[config.mk]
export PLATFORM = sky130hd
export DESIGN_NAME = serial_cascade_comparator
export DESIGN_NICKNAME = d
export VERILOG_FILES = /design/src/rtl/serial_cascade_comparator.sv
export SDC_FILE = /design/constraint.sdc
export NUM_CORES = 1
export LEC_CHECK = 0
export CORE_MARGIN = 2
export CORE_UTILIZATION = 51
export DETAILED_ROUTE_END_ITERATION = 8
export GPL_TIMING_DRIVEN = 1
export PLACE_DENSITY = 0.76
export SETUP_SLACK_MARGIN = 0.3
export SYNTH_ARGS = -nofsm -noshare
export SYNTH_HDL_FRONTEND = slang
export SYNTH_SLANG_ARGS = --single-unit
[constraint.sdc]
create_clock -name clk -period 2.95 [get_ports clk]
set_input_delay 0.59 -clock clk [delete_from_list [all_inputs] [get_ports clk]]
set_output_delay 0.59 -clock clk [all_outputs]
set_load 0.01 [all_outputs]
[src/rtl/serial_cascade_comparator.sv]
// serial_cascade_comparator: WIDTH-bit magnitude compare, one 3-bit cascade slice per clock, LSB slice first.
// Optional feature macro: COMPARE_SIGNED_EN (two's complement operands when defined).
module serial_cascade_comparator #(
  parameter int WIDTH = 12,
  parameter int SLICE = 3
) (
  input  logic             clk,
  input  logic             rst_n,
  input  logic             start,
  input  logic [WIDTH-1:0] A,
  input  logic [WIDTH-1:0] B,
  output logic             busy,
  output logic             done,
  output logic             lt,
  output logic             eq,
  output logic             gt
);
  localparam int N  = WIDTH / SLICE;
  localparam int CW = (N > 1) ? $clog2(N) : 1;
  localparam logic [0:0] IDLE = 1'b0;
  localparam logic [0:0] RUN  = 1'b1;
  generate
    if (SLICE != 3 || WIDTH < 3 || WIDTH % 3 != 0) begin : g_bad_cfg
      $error("serial_cascade_comparator: WIDTH must be a multiple of 3 and >= 3, SLICE must be 3");
    end
  endgenerate
  logic [0:0]       state_q, state_d;
  logic [CW-1:0]    cnt_q, cnt_d;
  logic [WIDTH-1:0] a_q, a_d, b_q, b_d;
  logic [2:0]       casc_q, casc_d, res_q, res_d, casc_nx, sa, sb;
  logic             busy_q, busy_d, done_q, done_d, last;
  // Current slice of both operands and the cascade value after folding it in
  always_comb begin
    last = (cnt_q == CW'(N - 1));
    sa   = a_q[SLICE*int'(cnt_q) +: SLICE];
    sb   = b_q[SLICE*int'(cnt_q) +: SLICE];
`ifdef COMPARE_SIGNED_EN
    sa   = sa ^ {last, 2'b00};
    sb   = sb ^ {last, 2'b00};
`endif
    casc_nx = (sa > sb) ? 3'b001 : (sa < sb) ? 3'b100 : casc_q;
  end
  // Next-state: accept in IDLE, step one slice per edge in RUN, publish on the last slice
  always_comb begin
    state_d = state_q;
    cnt_d   = cnt_q;
    a_d     = a_q;
    b_d     = b_q;
    casc_d  = casc_q;
    res_d   = res_q;
    busy_d  = busy_q;
    done_d  = 1'b0;
    if (state_q == IDLE) begin
      if (start) begin
        state_d = RUN;
        cnt_d   = '0;
        a_d     = A;
        b_d     = B;
        casc_d  = 3'b010;
        busy_d  = 1'b1;
      end
    end else begin
      casc_d  = casc_nx;
      cnt_d   = last ? '0 : cnt_q + 1'b1;
      res_d   = last ? casc_nx : res_q;
      done_d  = last;
      busy_d  = !last;
      state_d = last ? IDLE : RUN;
    end
  end
  // State registers with immediate abort on reset
  always_ff @(posedge clk or negedge rst_n) begin
    if (!rst_n) begin
      state_q <= IDLE;
      cnt_q   <= '0;
      a_q     <= '0;
      b_q     <= '0;
      casc_q  <= '0;
      res_q   <= '0;
      busy_q  <= 1'b0;
      done_q  <= 1'b0;
    end else begin
      state_q <= state_d;
      cnt_q   <= cnt_d;
      a_q     <= a_d;
      b_q     <= b_d;
      casc_q  <= casc_d;
      res_q   <= res_d;
      busy_q  <= busy_d;
      done_q  <= done_d;
    end
  end
  assign busy = busy_q;
  assign done = done_q;
  assign lt   = res_q[2];
  assign eq   = res_q[1];
  assign gt   = res_q[0];
endmodule

==> After elaboration in Yosys (flattened, before gate mapping) <==
Index checks and enable logic that the tools add are counted.
{ "totals": {"reg_bits": 35, "output_inout_bits": 5, "word_cells": 33} }
{ "op_classes": {"add_sub_neg": 1, "multipliers": 1, "order_cmp": 2, "n_eq_ne": 1, "shift": 2, "n_mux": 13, "bitwise": 1, "reduce_logical": 4} }
{ "ops": {"columns": ["cell", "count"], "rows": [
  ["12-bit by 32-bit indexed part select with 3-bit output", 1],
  ["3-bit two-way mux", 4],
  ["12-bit by 5-bit indexed part select with 3-bit output", 1],
  ["1-bit two-way mux", 6],
  ["2-bit two-way mux", 3],
  ["2-bit by 2-bit multiplier with 4-bit output (first input constant)", 1],
  ["2-bit AND reduction", 2],
  ["3-bit greater-than comparator", 1],
  ["3-bit less-than comparator", 1],
  ["2-bit by 1-bit adder with 2-bit output (second input constant)", 1],
  ["2-bit equality test (second input constant)", 1],
  ["2-bit nonzero test", 1],
  ["1-bit logical NOT", 1],
  ["1-bit inverter", 1]
]} }

==> Longest topological paths before layout <==
Gate-level depths: netlist of run 1.
{ "depth": {"ltp_word": 6, "mapped_depth": 7, "depth_no_buf": 6} }

==> Worst setup path before layout of run 1 <==
OpenSTA, ideal clock, no wires.
{ "synth_path": {"kind": "reg-to-reg", "startpoint": "reg cnt_q[0]", "endpoint": "reg res_q[2]", "t_arrival_ns": 1.981, "path_slack_ns": 0.844, "stages_incl_launch_ff": 8, "n_path_buf": 1, "period_less_slack_ns": 2.106, "path_cell_list": "dfrtp_1 -> buf_6 -> mux4_1 -> inv_1 -> ha_1 -> and3_1 -> a22o_1 -> mux2_2"} }
{ "synth_between": {"elab_chain_cells": 5, "elab_cells_between_ends": 9} }
{ "synth_lines": {"columns": ["item", "line_no", "source"], "rows": [
  ["start: declaration", "28", "logic [CW-1:0] cnt_q, cnt_d;"],
  ["start signal: assignment", "84", "cnt_q <= cnt_d;"],
  ["2-bit by 2-bit multiplier with 4-bit output", "35, 36", null],
  ["12-bit by 32-bit indexed part select with 3-bit output or 12-bit by 5-bit indexed part select with 3-bit output (tied branches)", "35, 36", null],
  ["3-bit less-than comparator", "41", "casc_nx = (sa > sb) ? 3'b001 : (sa < sb) ? 3'b100 : casc_q;"],
  ["3-bit two-way mux (2 in a row)", "41", null],
  ["end signal: assignment", "88", "res_q <= res_d;"],
  ["end: declaration", "30", "logic [2:0] casc_q, casc_d, res_q, res_d, casc_nx, sa, sb;"]
]} }
Parallel ways exist; a longest one is shown, timed or not.
A chain may end at the register's enable or synchronous reset.

==> Final worst setup path of run 1 <==
Ends and elaborated chain as after synthesis.

==> results of run 1 <==
[per-stage QoR]
stage / setup slack (ps) / cell area (um^2) / cells / power [mW]
3_5_place_dp: 616 / 2000 / 184 / 1.98
5_1_grt: 435 / 2080 / 192 / 2.52
4_1_cts: 587 / 2080 / 192 / 2.35
3_3_place_gp: 637 / 2000 / 184 / 1.93
2_1_floorplan: 844 / 1680 / 111 / 1.75
6_report: 594 / 2080 / 192 / 2.33
[worst reg2reg max path, cell delays in order, from the launching register on]
cell	delay (ps)
dfrtp_1	640
mux4_2	570
ha_1	350
and3_1	200
a22o_1	240
mux2_2	260
[cell usage in the layout, fill, tap and decap left out, types with 3 or more instances in the layout]
master and count:
buf_4 3, mux2_2 7, inv_1 4, nand2b_1 3, mux4_2 5, clkdlybuf4s50_1 31
clkbuf_4 5, dfrtp_1 35, nand2_1 5, o21ai_0 5, nor2_1 4, ha_1 4
mux2_4 18
[routing by layer]
layer	vias to the layer above	wire length [um]	global-route usage (%)
met5	-	0	0
met4	0	47	6.38
met2	23	1380	28.0
li1	471	-	-
met3	5	138	6.93
met1	501	1220	22.3
[where the power goes]
group          switching, mW  internal, mW
Clock                  0.164         0.200
Sequential             0.183         0.715
Combinational          0.405         0.661
[layout make-up]
class	count	area, um^2
Fill cell	253	1020
Sequential cell	35	876
Multi-Input combinational cell	66	713
Timing Repair Buffer	34	333
Tap cell	44	55.1
Clock buffer	6	51.3
Clock inverter	2	35.0
Inverter	5	18.8
[flip-flops by register name, indices dropped and copies added, names as in the netlist]
signal and cells:
a_q 12, b_q 12, casc_q 3, res_q 3, cnt_q 2, busy 1
done 1, state_q 1
[logic make-up (layout without fill, tap and decap cells)]
group	Yosys count	in the layout	synth area share, %
flip-flops	35	35	52.2
multiplexers	31	31	29.1
AND/OR/NAND/NOR	19	19	6.04
AO/OA/AOI/OAI	12	12	4.40
adder cells (fa/ha/maj)	4	4	2.98
buffers and inverters	10	47	5.29
[worst paths after layout]
path	endpoint	slack (ps)	cells past startpoint
max	res_q[2]	590	5
min	res_q[1]	500	2
max reg2reg	res_q[2]	590	5
min reg2reg	res_q[1]	500	2
max in group asynchronous	a_q[8]	1990	2
min in group asynchronous	res_q[1]	640	2
==> results.md, run 1 <==
- R2r startpoint: cnt_q[0]
- Max-slew headroom: 70.0%
- Share of the synthesized area in the top cell type: 52.2%
- CP endpoint kind: register
- Async S/R FF share, synth: 100%
- Max-slew violations: 0
- Setup TNS: 0 ps
- Vias after detailed routing: 1,000
- Port Buffer Count: 31
- RSZ-0062 raised after global routing: no
- Share of cells above drive strength 1: 29.1%
- # clock sinks: 35
- Die Y: 61.4 um
- CTS tree: built
- P per Cell Area: 1120 nW/um^2
- Area growth from synthesis to layout: 24.1%
- CTS Hold Bufs: 0
- Postcts setup bufs: 0
- Initial antenna violation count: 0
- Clock-pin transition on the worst setup and hold timing paths: 110 ps
- Core area: 3100 um^2
- Worst Clk Skew: 13.4 ps
- Number of enable flip-flop cells after synthesis: 0
- Top delay family on crit path: multiplexers
- Synth Flop Type: dfrtp_1
- Yosys reg bits: 35
- DRC errors left: 0
- Number of buffers and inverters on the critical path: 0
- Syn Nets: 142
- Die width: 61.4 um
- Max Clock Freq: 424 MHz
- Top cells by area in the synthesized netlist: dfrtp_1 (52%), mux2_4 (16%), mux4_2 (6.7%)
- Critical Path Fanout Max: 9
- Synth cell count leaders: dfrtp_1 (35), mux2_4 (18), mux2_2 (7)
- Minimum clock period: 2360 ps
- Cell count after synthesis: 111
- Synth cell types: 26
- Status: finished clean
- Cts bufs inserted: 5
- DRT Pass-1 Iters: 4
- Final wirelength: 2.79 mm
- Hold_ws: 497 ps
- N_diodes: 0
- Final setup vio count: 0
- FP Rows: 20
- CP max-delay cell: dfrtp_1
- # Max-Cap Violations: 0
- Cell taking the most area after synthesis: dfrtp_1
- Vias in the first global route: 998
- Launch point of the worst path: cnt_q[0]
- Mapped Area: 1680 um^2
- Overflow after GRT: 0
- DIE AREA: 3760 um^2
- Top-count cell post-synth: dfrtp_1
- Register area share after synthesis: 52.2%
- Ys Warns: 0
- WS Path Type: reg2reg
- Startpoint type of the worst setup path: register
- Detailed Route Iter0 Violations: 35
- Initial Utilization: 54.1%
- Final hold violation count: 0
- Pleak: 0.921 nW
- Utilization after layout: 67.1%
- Worst hold path type: reg2reg
- Via/cell ratio: 5.21
- CTS max path bufs: 2
- WL per Instance: 14.5 um
- Latest clock arrival within the worst-skew pair: 350 ps
- Mean Syn Cell Area: 15.1 um^2
- HP Start: res_q[1]
- Post-DRT Antenna Nets: 0
- Hpwl dp: 2.00 mm
- First-pass GRT wire length: 4.64 mm
- Htree depth: 2
- Root Buffer: clkbuf_4
- VDD IR-drop max: 0.533 mV
- RD Place Congestion: 0.823
- Req. time, crit path: 3200 ps
- Top-level port count: 32
- # resized after CTS: 0
- Total track usage: 17.7%
- Ordered list of cells on the worst path: mux4_2, ha_1, and3_1, a22o_1, mux2_2
- Pin count of the biggest net entering global routing: 36
- Slew @ Worst Pin: 450 ps
- Fin crit share: 79.9%
- WP data arrival: 2600 ps
- Final net count: 178
- Crit-path max cell delay: 640 ps
(Power assumes the default switching activity.)
==> inputs of run 2 (changes only) <==
Clock period 2.95 ns to 2.4 ns, I/O delays scaled along.
==> run 2 against run 1 <==
  * Clock-buffer cell count is the same
  * Utilization grew 2.6 points
  * Routed wire length grew 9.0%
  * Cell area grew 3.8%
  * First-iteration DRC count shrank 8.6%
  * Sequential share of layout area shrank 1.6 points
  * Clock power grew 21%
  * Critical path type unchanged
==> results.md, run 2 (same netlist as run 1, synthesis figures left out) <==
- Status: finished clean
- Die Y: 61.4 um (unchanged)
- Max Clock Freq: 478 MHz (+13%)
- Final hold violation count: 0 (unchanged)
- Worst hold path type: reg2reg
- Hold_ws: 506 ps (+8.70 ps)
- Top-level port count: 32 (unchanged)
- Core area: 3100 um^2 (unchanged)
- Startpoint type of the worst setup path: register
- WS Path Type: reg2reg
- Latest clock arrival within the worst-skew pair: 350 ps (about the same)
- Root Buffer: clkbuf_4
- Top delay family on crit path: multiplexers
- Largest registers: a_q x12, b_q x12
- Final net count: 182 (+2.2%)
- P per Cell Area: 1490 nW/um^2 (+34%)
- Area growth from synthesis to layout: 28.9%
- Setup TNS: 0 ps (unchanged)
- Minimum clock period: 2090 ps (-263 ps)
- Via/cell ratio: 5.18 (-0.47%)
- FP Rows: 20 (unchanged)
- CP max-delay cell: mux4_2
- Port Buffer Count: 31 (unchanged)
- Crit-path max cell delay: 530 ps (-110 ps)
- Worst Clk Skew: 11.8 ps (-1.61 ps)
- Req. time, crit path: 2650 ps (-550 ps)
- Reg2reg end: res_q[2]
- Pwr Total: 3.23 mW (+39%)
- Cts bufs inserted: 5 (unchanged)
- DRC errors left: 0 (unchanged)
- # Max-Cap Violations: 0 (unchanged)
- # clock sinks: 35 (unchanged)
- Detailed Route Iter0 Violations: 32 (-8.6%)
- Most common cell after layout, fill and taps aside: dfrtp_1
- R2r startpoint: cnt_q[0]
- Post-DP Area: 2010 um^2 (+0.56%)
- Die width: 61.4 um (unchanged)
- Vias in the first global route: 1,033 (+3.5%)
- Number of buffers and inverters on the critical path: 1 (+1)
- Final Cell Area: 2160 um^2 (+3.8%)
- Total track usage: 18.8% (+1.1 points)
- Fin crit share: 87.2% (+7.4 points)
- Initial antenna violation count: 0 (unchanged)
- Register-to-register setup slack: 310 ps (-290 ps)
- Pleak: 0.938 nW (+1.8%)
- N_diodes: 0 (unchanged)
- Final setup vio count: 0 (unchanged)
- RD Place Congestion: 0.804 (-2.4%)
- CTS Hold Bufs: 0 (unchanged)
- HP Start: res_q[1]
- DRT Pass-1 Iters: 5 (+1)
- Post-DRT Antenna Nets: 0 (unchanged)
- DIE AREA: 3760 um^2 (unchanged)
- WHS Path Cells: 2 (unchanged)
- Share of cells above drive strength 1: 36.2% (+7.1 points)
- Critical Path Fanout Max: 4 (-5)
- Max-slew headroom: 71.8% (+1.8 points)
- Vias after detailed routing: 1,016 (+1.6%)
- WL per Instance: 15.5 um (+6.8%)
- First-pass GRT wire length: 4.86 mm (+4.6%)
- CP endpoint kind: register
- Slew @ Worst Pin: 423 ps (-27.1 ps)
- Commonest cells after routing, fill and taps aside: dfrtp_1 (35), clkdlybuf4s50_1 (31), mux2_4 (19)
- Overflow after GRT: 0 (unchanged)
- Pin count of the biggest net entering global routing: 36 (unchanged)
- CTS max path bufs: 2 (unchanged)
- VDD IR-drop max: 0.678 mV (+27%)
- Final wirelength: 3.04 mm (+9.0%)
- Htree depth: 2 (unchanged)
- Clock-pin transition on the worst setup and hold timing paths: 110 ps (about the same)
- Register-to-Register Path Depth: 6 (+1)
- RSZ-0062 raised after global routing: yes
- Initial Utilization: 54.1% (unchanged)
- CTS tree: built
- Max-slew violations: 0 (unchanged)
- Hpwl dp: 2.26 mm (+13%)
- WP data arrival: 2340 ps (-260 ps)
- Min-Delay Endpoint: res_q[1]
- Ordered list of cells on the worst path: buf_6, mux4_2, ha_4, and3_4, a22o_1, mux2_4
-- run 2: changes by cell type in the layout (fill, tap and decap cells not counted), sizes merged --
cell | previous run | this run
buf | 3 | 7
-- run 2: worst max-delay path by stage --
stage	end	slack [ps]	start	cells past startpoint
5_1_grt	res_q[2]	260	cnt_q[0]	6
4_1_cts	res_q[2]	320	cnt_q[0]	7
6_report	res_q[2]	310	cnt_q[0]	6
3_5_place_dp	res_q[2]	160	cnt_q[0]	6
3_3_place_gp	res_q[2]	220	cnt_q[0]	6
2_1_floorplan	res_q[2]	310	cnt_q[0]	6
-- run 2: timing repair --
action	4_1_cts	5_1_grt
cloned	0	0
setup buffers	1	1
pin swaps	2	3
gates resized for setup	5	5
endpoints found under the setup margin	2	1
endpoints found under the hold margin	0	0
-- run 2: area by class of cell --
cell class,instances,area [um^2]
clock buffer,6,51.3
clock inverter,2,35.0
fill,253,941
inverter,5,18.8
multi-input combinational,66,756
sequential,35,876
tap,44,55.1
timing repair buffer,38,370
-- run 2: layer usage --
layer / GRT usage (%) / vias to the layer above / wire [um]
met1: 22.0 / 505 / 1190
li1: - / 476 / -
met4: 10.6 / 0 / 87
met3: 5.25 / 10 / 135
met5: 0 / - / 0
met2: 31.2 / 25 / 1630
-- run 2: report_power, final --
part / leakage [nW] / total, mW / internal [mW] / switching, mW
clock network: 0.0482 / 0.440 / 0.246 / 0.194
registers: 0.416 / 1.10 / 0.880 / 0.217
logic: 0.474 / 1.69 / 1.04 / 0.651
total: 0.938 / 3.23 / 2.17 / 1.06
-- run 2: per-stage QoR --
| stage | util (%) | worst slack (ps) | std cells |
|---|---|---|---|
| finish | 69.7 | 307 | 196 |
| global route | 69.7 | 261 | 196 |
| CTS | 68.8 | 315 | 195 |
| detailed placement | 64.7 | 160 | 186 |
| global placement | 64.7 | 221 | 186 |
| floorplan | - | 306 | 111 |
-- run 2: worst min-delay path: cells and delay by family (launching register included) --
kind,cells,cell delay [ps]
flip-flops,1,370
AO/OA/AOI/OAI,1,60
AND/OR/NAND/NOR,1,50
==> inputs of run 3 (changes only) <==
==> constraint.sdc (replaced) <==
create_clock -name clk -period 2.4 [get_ports clk]
set_input_delay 0.24 -clock clk [delete_from_list [all_inputs] [get_ports clk]]
set_output_delay 0.24 -clock clk [all_outputs]
set_load 0.01 [all_outputs]
==> run 3 against run 2 <==
  * Critical path depth up 1
  * Worst hold slack got worse by 210 ps
  * Die area is the same
  * Register-to-register slack better by 20 ps
  * Clock power is 32% lower
  * Clock skew fell by 2.3 ps
  * Critical endpoint unchanged
  * Highest routed layer unchanged
==> results.md, run 3 (same netlist as run 1, synthesis figures left out) <==
- Setup ws final: 326 ps (+19.4 ps)
- Core area: 3100 um^2 (unchanged)
- Max-slew violations: 0 (unchanged)
- Area growth from synthesis to layout: 26.6%
- Total track usage: 18.0% (-0.78 points)
- Req. time, crit path: 2630 ps (-20 ps)
- Initial Utilization: 54.1% (unchanged)
- DRC errors left: 0 (unchanged)
- Max Clock Freq: 482 MHz (+0.94%)
- CTS max path bufs: 2 (unchanged)
- Minimum clock period: 2070 ps (-19.4 ps)
- # clock sinks: 35 (unchanged)
- P per Cell Area: 1400 nW/um^2 (-6.0%)
- Clock-pin transition on the worst setup and hold timing paths: 110 ps (about the same)
- RD Place Congestion: 0.797 (-0.85%)
- Startpoint type of the worst setup path: register
- Vias in the first global route: 1,027 (-0.58%)
- DIE AREA: 3760 um^2 (unchanged)
- Setup TNS: 0 ps (unchanged)
- Die width: 61.4 um (unchanged)
- WS Path Type: reg2reg
- Worst hold path type: in2async
- RSZ-0062 raised after global routing: yes
- Detailed Route Iter0 Violations: 32 (unchanged)
- Via/cell ratio: 5.16 (-0.51%)
- Top-level port count: 32 (unchanged)
- Root Buffer: clkbuf_4
- CTS Hold Bufs: 0 (unchanged)
- WP data arrival: 2310 ps (-30 ps)
- Pleak: 0.929 nW (-0.91%)
- Final net count: 183 (+0.55%)
- WL per Instance: 14.9 um (-4.0%)
- Fin crit share: 86.4% (-0.81 points)
- Die Y: 61.4 um (unchanged)
- Share of cells above drive strength 1: 35.9% (-0.24 points)
- Commonest cells after routing, fill and taps aside: dfrtp_1 (34), clkdlybuf4s50_1 (31), mux2_4 (19)
- Critical Path Fanout Max: 4 (unchanged)
- Final hold violation count: 0 (unchanged)
- Slew @ Worst Pin: 420 ps (-2.62 ps)
- Post-DRT Antenna Nets: 0 (unchanged)
- Final wirelength: 2.93 mm (-3.6%)
- Final setup vio count: 0 (unchanged)
- Htree depth: 2 (unchanged)
- Latest clock arrival within the worst-skew pair: 330 ps (-20 ps)
- Status: finished clean
- N_diodes: 0 (unchanged)
- Vias after detailed routing: 1,016 (unchanged)
- DRT Pass-1 Iters: 4 (-1)
- Port Buffer Count: 31 (unchanged)
- Largest registers: a_q x12, b_q x12
- CP endpoint kind: register
- Pin count of the biggest net entering global routing: 36 (unchanged)
- Max-slew headroom: 72.0% (+0.17 points)
- CTS tree: built
- Hpwl dp: 2.19 mm (-3.0%)
- # Max-Cap Violations: 0 (unchanged)
- Most common cell after layout, fill and taps aside: dfrtp_1
- VDD IR-drop max: 0.614 mV (-9.5%)
- First-pass GRT wire length: 4.77 mm (-1.7%)
- Worst Clk Skew: 9.50 ps (-2.33 ps)
- FP Rows: 20 (unchanged)
- Initial antenna violation count: 0 (unchanged)
- Overflow after GRT: 0 (unchanged)
- Pre-CTS WS: 188 ps (+27.4 ps)
- Hold_ws: 294 ps (-212 ps)
- Cts bufs inserted: 5 (unchanged)
run 3: cell count changes in the layout (fill, tap and decap cells not counted):
cell	delta
clkinv_2	+2
buf_4	+1
bufinv_16	-1
clkbuf_8	-1
dfrtp_1	-1
dfrtp_2	+1
ha_1	+1
ha_4	-1
inv_1	+1
inv_2	-1
run 3: power breakdown:
group	switching [mW]	total (mW)	internal [mW]
Sequential	0.219	1.10	0.881
Combinational	0.599	1.59	0.986
Clock	0.190	0.299	0.109
run 3: final timing paths:
kind | depth (start not counted) | to | start | slack, ps
min in group clk | 2 | res_q[1] | res_q[1] | 500
setup / recovery | 7 | res_q[2] | cnt_q[0] | 330
hold / removal | 2 | casc_q[1] | rst_n | 290
hold reg to reg | 2 | res_q[1] | res_q[1] | 500
setup reg to reg | 7 | res_q[2] | cnt_q[0] | 330
max in group asynchronous | 2 | cnt_q[0] | rst_n | 1770
run 3: critical path, cell delays in order (launching register included):
cell and delay (ps):
dfrtp_2 410, buf_6 130, mux4_2 500, inv_2 80, ha_4 210, and3_4 180, a22o_1 220, mux2_4 250
run 3: per-stage QoR:
stage | power [mW] | instances | utilization [%] | area (um^2)
after floorplan | 2.15 | 111 | - | 1670
after global placement | 2.40 | 186 | 64.7 | 2010
after detailed placement | 2.46 | 186 | 64.7 | 2010
after CTS | 2.95 | 196 | 68.2 | 2120
after global routing | 3.21 | 197 | 68.5 | 2120
final | 2.98 | 197 | 68.5 | 2120
run 3: repair_timing:
item,4_1_cts,5_1_grt
buffers inserted,2,1
setup endpoints to repair,2,2
gates resized for setup,8,1
pin swaps,2,0
run 3: area by class of cell:
class / instances / area, um^2
fillers: 254 / 978
flip-flops and latches: 35 / 877
multi-input cells: 66 / 743
repair buffers: 39 / 378
well taps: 44 / 55.1
clock buffers: 5 / 37.5
inverters: 5 / 18.8
clock inverters: 3 / 15.0
run 3: metal layers:
layer | global-route usage, % | vias to the layer above | routed length (um)
li1 | - | 475 | -
met1 | 22.4 | 505 | 1260
met2 | 28.4 | 30 | 1480
met3 | 7.56 | 6 | 151
met4 | 6.38 | 0 | 39
met5 | 0 | - | 0
